File: src/rtl/rr_pkt_pkg.sv
// Shared definitions for the packet-granular round-robin mux.
//   NUM_REQ_DEF / DATA_W_DEF : default requester count and payload width
//   state_t                  : mux FSM states (IDLE, LOCKED)
//   beat_t                   : beat record carried through the output skid
//                              (data in the MSBs, then last, then id)
package rr_pkt_pkg;

    localparam int NUM_REQ_DEF = 4;
    localparam int DATA_W_DEF  = 32;
    localparam int ID_W_DEF    = $clog2(NUM_REQ_DEF);

    typedef enum logic {
        IDLE   = 1'b0,
        LOCKED = 1'b1
    } state_t;

    typedef struct packed {
        logic [DATA_W_DEF-1:0] data;
        logic                  last;
        logic [ID_W_DEF-1:0]   id;
    } beat_t;

    localparam int BEAT_W_DEF = $bits(beat_t);

endpackage

File: src/rtl/pkt_skid_buf.sv
// Generic 2-entry valid/ready register slice.
//   clk, reset            : clock, asynchronous active-high reset
//   in_valid/in_ready     : upstream handshake (in_ready = skid entry free)
//   in_data [WIDTH]       : upstream payload
//   out_valid/out_ready   : downstream handshake, out_valid registered
//   out_data [WIDTH]      : downstream payload, driven only from a register
// The first beat parks in the output register; a second beat arriving while
// the output is stalled goes to the skid entry, which then deasserts in_ready.
module pkt_skid_buf #(
    parameter int WIDTH = 35
) (
    input  logic             clk,
    input  logic             reset,
    input  logic             in_valid,
    output logic             in_ready,
    input  logic [WIDTH-1:0] in_data,
    output logic             out_valid,
    input  logic             out_ready,
    output logic [WIDTH-1:0] out_data
);

    logic             out_valid_r;
    logic [WIDTH-1:0] out_data_r;
    logic             skid_valid_r;
    logic [WIDTH-1:0] skid_data_r;
    logic             push_s;
    logic             pop_s;

    // Handshake decode; in_ready depends only on registered state.
    always_comb begin
        in_ready = ~skid_valid_r;
        push_s   = in_valid & ~skid_valid_r;
        pop_s    = out_valid_r & out_ready;
    end

    // Output register and skid entry update; order is output reg then skid.
    always_ff @(posedge clk or posedge reset) begin
        if (reset) begin
            out_valid_r  <= 1'b0;
            out_data_r   <= {WIDTH{1'b0}};
            skid_valid_r <= 1'b0;
            skid_data_r  <= {WIDTH{1'b0}};
        end else if (skid_valid_r) begin
            // No push possible while the skid is occupied.
            if (pop_s) begin
                out_data_r   <= skid_data_r;
                skid_valid_r <= 1'b0;
            end
        end else if (push_s) begin
            if (!out_valid_r || pop_s) begin
                out_data_r  <= in_data;
                out_valid_r <= 1'b1;
            end else begin
                skid_data_r  <= in_data;
                skid_valid_r <= 1'b1;
            end
        end else if (pop_s) begin
            out_valid_r <= 1'b0;
        end
    end

    assign out_valid = out_valid_r;
    assign out_data  = out_data_r;

endmodule

File: src/rtl/rr_pkt_mux.sv
// Packet-granular mux behind a 4-way round-robin arbiter.
//   clk, reset       : clock, asynchronous active-high reset
//   in_valid_i/in_data_i/in_last_i/in_ready_o : per-requester beat streams,
//                      requester k data at in_data_i[k*DATA_W +: DATA_W]
//   arb_req_o / arb_gnt_i : request vector out, one-hot grant back (same cycle)
//   out_valid_o/out_ready_i/out_data_o/out_last_o/out_id_o : registered output
//   timeout_o        : sticky packet-length timeout (RR_PKT_MUX_TIMEOUT_EN only)
// Requests are presented to the arbiter only while IDLE, so the arbiter rotates
// once per packet. After a grant the mux locks onto the owner until the owner's
// last beat is transferred. Build option: `define RR_PKT_MUX_TIMEOUT_EN to cap
// packets at MAX_BEATS beats, forcing last on the final beat.
module rr_pkt_mux
    import rr_pkt_pkg::*;
#(
    parameter int NUM_REQ   = NUM_REQ_DEF,
    parameter int DATA_W    = DATA_W_DEF,
    parameter int MAX_BEATS = 16
) (
    input  logic                      clk,
    input  logic                      reset,
    input  logic [NUM_REQ-1:0]        in_valid_i,
    input  logic [NUM_REQ*DATA_W-1:0] in_data_i,
    input  logic [NUM_REQ-1:0]        in_last_i,
    output logic [NUM_REQ-1:0]        in_ready_o,
    output logic [NUM_REQ-1:0]        arb_req_o,
    input  logic [NUM_REQ-1:0]        arb_gnt_i,
    output logic                      out_valid_o,
    input  logic                      out_ready_i,
    output logic [DATA_W-1:0]         out_data_o,
    output logic                      out_last_o,
`ifdef RR_PKT_MUX_TIMEOUT_EN
    output logic [$clog2(NUM_REQ)-1:0] out_id_o,
    output logic                       timeout_o
`else
    output logic [$clog2(NUM_REQ)-1:0] out_id_o
`endif
);

    localparam int ID_W   = $clog2(NUM_REQ);
    localparam int BEAT_W = DATA_W + 1 + ID_W;

    state_t              state_r;
    logic [ID_W-1:0]     owner_r;
    logic                owner_valid_s;
    logic                owner_last_s;
    logic [DATA_W-1:0]   owner_data_s;
    logic                last_eff_s;
    logic                take_s;
    logic                skid_ready_s;
    logic                skid_full_s;
    logic [BEAT_W-1:0]   beat_s;
    logic [BEAT_W-1:0]   skid_out_s;

    // Index of the lowest set bit; a malformed multi-hot grant resolves low.
    function automatic logic [ID_W-1:0] lowest_idx(input logic [NUM_REQ-1:0] vec);
        logic [ID_W-1:0] idx;
        idx = {ID_W{1'b0}};
        for (int i = NUM_REQ - 1; i >= 0; i--) begin
            if (vec[i]) begin
                idx = ID_W'(i);
            end else begin
                idx = idx;
            end
        end
        return idx;
    endfunction

    assign skid_full_s = ~skid_ready_s;

    // Select the owner's beat stream.
    always_comb begin
        owner_valid_s = 1'b0;
        owner_last_s  = 1'b0;
        owner_data_s  = {DATA_W{1'b0}};
        for (int k = 0; k < NUM_REQ; k++) begin
            if (owner_r == ID_W'(k)) begin
                owner_valid_s = in_valid_i[k];
                owner_last_s  = in_last_i[k];
                owner_data_s  = in_data_i[k*DATA_W +: DATA_W];
            end else begin
                owner_valid_s = owner_valid_s;
            end
        end
    end

    // Arbiter requests and input accepts per state; IDLE never accepts a beat.
    always_comb begin
        arb_req_o  = {NUM_REQ{1'b0}};
        in_ready_o = {NUM_REQ{1'b0}};
        take_s     = 1'b0;
        case (state_r)
            IDLE: begin
                arb_req_o = in_valid_i;
            end
            LOCKED: begin
                in_ready_o[owner_r] = ~skid_full_s;
                take_s              = owner_valid_s & ~skid_full_s;
            end
            default: begin
                arb_req_o = {NUM_REQ{1'b0}};
            end
        endcase
    end

`ifdef RR_PKT_MUX_TIMEOUT_EN
    localparam int CNT_W = $clog2(MAX_BEATS + 1);

    logic [CNT_W-1:0] beat_cnt_r;
    logic             timeout_r;
    logic             cnt_hit_s;

    assign cnt_hit_s  = (beat_cnt_r == CNT_W'(MAX_BEATS - 1));
    assign last_eff_s = owner_last_s | cnt_hit_s;
    assign timeout_o  = timeout_r;

    // Beats transferred in the current packet, plus the sticky timeout flag.
    always_ff @(posedge clk or posedge reset) begin
        if (reset) begin
            beat_cnt_r <= {CNT_W{1'b0}};
            timeout_r  <= 1'b0;
        end else if (state_r == IDLE) begin
            beat_cnt_r <= {CNT_W{1'b0}};
        end else if (take_s) begin
            if (last_eff_s) begin
                beat_cnt_r <= {CNT_W{1'b0}};
            end else begin
                beat_cnt_r <= beat_cnt_r + CNT_W'(1);
            end
            if (cnt_hit_s && !owner_last_s) begin
                timeout_r <= 1'b1;
            end
        end
    end
`else
    // MAX_BEATS only matters when the timeout is built in.
    logic unused_cfg_s;
    assign unused_cfg_s = (MAX_BEATS > 0);
    assign last_eff_s   = owner_last_s;
`endif

    // Packet lock FSM: grant in IDLE locks the owner, its last beat unlocks.
    always_ff @(posedge clk or posedge reset) begin
        if (reset) begin
            state_r <= IDLE;
            owner_r <= {ID_W{1'b0}};
        end else begin
            case (state_r)
                IDLE: begin
                    if (|arb_gnt_i) begin
                        owner_r <= lowest_idx(arb_gnt_i);
                        state_r <= LOCKED;
                    end
                end
                LOCKED: begin
                    if (take_s && last_eff_s) begin
                        state_r <= IDLE;
                    end
                end
                default: begin
                    state_r <= IDLE;
                end
            endcase
        end
    end

    // Beat record in beat_t field order: data, last, id.
    assign beat_s = {owner_data_s, last_eff_s, owner_r};

    pkt_skid_buf #(
        .WIDTH (BEAT_W)
    ) u_skid (
        .clk       (clk),
        .reset     (reset),
        .in_valid  (take_s),
        .in_ready  (skid_ready_s),
        .in_data   (beat_s),
        .out_valid (out_valid_o),
        .out_ready (out_ready_i),
        .out_data  (skid_out_s)
    );

    assign out_data_o = skid_out_s[BEAT_W-1 -: DATA_W];
    assign out_last_o = skid_out_s[ID_W];
    assign out_id_o   = skid_out_s[ID_W-1:0];

endmodule

File: config.mk
export PLATFORM = sky130hd
export DESIGN_NAME = rr_pkt_mux
export DESIGN_NICKNAME = d
export VERILOG_FILES = /design/src/rtl/rr_pkt_pkg.sv /design/src/rtl/pkt_skid_buf.sv /design/src/rtl/rr_pkt_mux.sv
export SDC_FILE = /design/constraint.sdc
export NUM_CORES = 1
export LEC_CHECK = 0
export ABC_AREA = 1
export BUFFER_PORTS_ARGS = -buffer_cell sky130_fd_sc_hd__buf_2
export CORE_AREA = 5 5 132 134
export CTS_CLUSTER_DIAMETER = 150
export DETAILED_ROUTE_END_ITERATION = 6
export DIE_AREA = 0 0 137 139
export PLACE_DENSITY_LB_ADDON = 0.25
export SETUP_SLACK_MARGIN = 0.2
export SLEW_MARGIN = 0
export SYNTH_ARGS = -nofsm -noshare
export SYNTH_HDL_FRONTEND = slang
export SYNTH_SLANG_ARGS = --single-unit
File: constraint.sdc
create_clock -name clk -period 2 [get_ports clk]
set_input_delay 0.2 -clock clk [delete_from_list [all_inputs] [get_ports clk]]
set_output_delay 0.2 -clock clk [all_outputs]
set_load 0.1 [all_outputs]
==> impl_metrics.ini <==
[run_status]
status = finished clean

[clock_tree]
root_buffer = clkbuf_16
clk-insertion-delay-late_ns = 0.34
cts_tree = built
cts_buffer_depth = 2
cts_buffers = 9
path_clk_slew_ns = 0.06
clkSinkCount = 75
htree_levels = 3

[final_layout]
drive_gt1_share_pct = 42.3
nets = 978
register_area_mm2 = 0.00188
area_delta_synth_final_pct = 38.1
fill_cells = 1745
multiInputGateArea_mm2 = 0.00263

[placement]
dpl_worst_slack_ns = 0.295
gp_congestion = 0.774
numPortBuffers = 186
place_hpwl_um = 11700

[timing]
finalHoldViolCount = 0
clock.fmax_mhz = 564
whs_ns = 0.0546
layout_min_cycle_time_ns = 1.77
setup_viol = 0
clock-skew-final_ns = 0.00496
slew_violations = 0
relSlewSlack_pct = 64.1
fin_ws_ns = 0.228
setup_tns_ns = 0
rsz0062_at_grt = yes
worst_slew_pin_slew_ns = 0.538
fin_crit_sh_pct = 88.6

[pwr]
p_leak_nw = 3.43
ir_drop_uv = 1150
powerDensity_mw_per_mm2 = 2050

[detailed_routing]
drc = 0
drt_wl_total_um = 17000
wl_per_cell_um = 16.0
drt-initial-drc-count = 283
first_pass_iters = 7
post_drt_via_cell_ratio = 4.69
via_count = 4974
ant_nets = 0

[floorplanning]
rows = 47
die_h_um = 139
core_area_mm2 = 0.0162
die_w_um = 137
die_area_mm2 = 0.0190
start_util_pct = 29.0
io_pins = 187

[critical_path]
critPathRequiredTime_ns = 1.80
path_class = flop to output pin
startpoint_type = flop
cp-end-kind = output pin
cp_max_fo = 15
critPathArrivalTime_ns = 1.57

[global_route]
grt_use_total_pct = 17.8
grt_pass1_vias = 5143
gr-total-overflow = 0
antenna_found_initial = 1
grt_pass1_wl_um = 26600
grt_max_degree = 43

[logic_synthesis]
postSynthCellCount = 654
yosys_warnings = 0
ys_seq_elements = 75
synth-seq-area-share_pct = 40.0
synth_fp_nets = 797
syn_area_mm2 = 0.00469
ys_types = 24
syn_avg_cell_area_um2 = 7.17

[hold_path]
hp-class = primary input to flop

[job]
maxCapViolations = 0
cell usage after synthesis (all sizes together):
cell / count / share of area [%]
nand2: 257 / 21
nand3: 138 / 15
dfrtp: 75 / 40
o21ai: 71 / 10
or2: 33 / 4.4
buf: 31 / 4.7
inv: 18 / 1.4
clkbuf: 14 / 1.1
nor2: 10 / 1.1
nor3: 3 / 0.32
a31oi: 1 / 0.13
and2: 1 / 0.13
nand4: 1 / 0.13
o41ai: 1 / 0.19
through the flow:
stage / total power [mW] / area (µm²) / util [%] / std cells
finish: 13.3 / 6480 / 40.1 / 1061
global route: 14.3 / 6480 / 40.1 / 1061
CTS: 12.8 / 6340 / 39.2 / 1055
detailed placement: 11.2 / 6040 / 37.3 / 1036
global placement: 11.2 / 6040 / 37.3 / 1036
floorplan: 9.35 / 4840 / - / 654
area by class of cell:
class	count	area share, %
tap	220	4.25
clock buffer	14	4.07
antenna	1	0.0386
timing repair buffer	214	20.7
sequential	75	29.0
multi-input combinational	517	40.6
inverter	18	1.14
clock inverter	2	0.154
final timing paths:
path,slack [ns],depth (start not counted),from,end
worst max-delay path,0.23,3,owner_r[1],in_ready_o[0]
worst min-delay path,0.05,2,arb_gnt_i[1],owner_r[1]
worst max register to register,0.30,11,owner_r[0],u_skid.skid_data_r[22]
worst min register to register,0.46,2,u_skid.out_data[31],u_skid.out_data[31]
max in group asynchronous,1.00,4,reset,u_skid.skid_data_r[15]
min in group asynchronous,0.45,3,reset,u_skid.skid_data_r[32]
placed cells by master (no fill, tap or decap), types with 2 or more instances in the layout:
| master | count |
|---|---|
| buf_2 | 182 |
| inv_2 | 4 |
| nand2_1 | 217 |
| buf_6 | 2 |
| nor2_2 | 5 |
| clkinv_2 | 2 |
| nand2_2 | 38 |
| dfrtp_1 | 71 |
| o21ai_0 | 37 |
| nor3_4 | 2 |
| clkbuf_8 | 2 |
| clkbuf_1 | 3 |
| clkbuf_16 | 11 |
| inv_1 | 12 |
| nor2_1 | 3 |
| or2_2 | 33 |
| buf_12 | 11 |
| buf_4 | 15 |
| nand2_8 | 2 |
| nor2_4 | 2 |
| nand3_1 | 137 |
| dfrtp_2 | 4 |
| o21ai_2 | 34 |
sequential cells by signal, summed over array words and instances (netlist names):
name and count:
owner_r 2, u_skid.skid_valid_r 1, u_skid.out_data 35, state_r 1, u_skid.out_valid 1, u_skid.skid_data_r 35
cell families after synthesis:
| group | share of synthesized area [%] |
|---|---|
| compound gates | 10.6 |
| simple gates | 42.1 |
| flops | 40.0 |
| buf+inv | 7.25 |
timing repair:
| item | 4_1_cts | 5_1_grt |
|---|---|---|
| buffers inserted | 2 | 2 |
| hold buffers | 1 | 0 |
| endpoints found under the setup margin | 2 | 40 |
| cloned | 0 | 3 |
| pin swaps | 0 | 3 |
| endpoints found under the hold margin | 18 | 0 |
| gates resized for setup | 1 | 10 |
metal layers:
| metal | global-route usage (%) | vias up | wire [µm] |
|---|---|---|---|
| met5 | 0 | - | 0 |
| met4 | 6.72 | 0 | 385 |
| met3 | 3.30 | 20 | 910 |
| met2 | 29.3 | 131 | 8060 |
| met1 | 23.1 | 2315 | 7660 |
| li1 | - | 2508 | - |
worst max-delay path: stages (launching register included):
cell and delay, ns:
dfrtp_2 0.49, buf_4 0.23, nor3_2 0.30, buf_12 0.22
power breakdown:
part	total [mW]	leakage [nW]	internal (mW)	switching (mW)
registers	2.67	0.947	2.21	0.458
logic	9.06	2.35	2.51	6.55
clock network	1.54	0.137	0.906	0.632
Note: power is estimated with default switching activity, not from simulation.
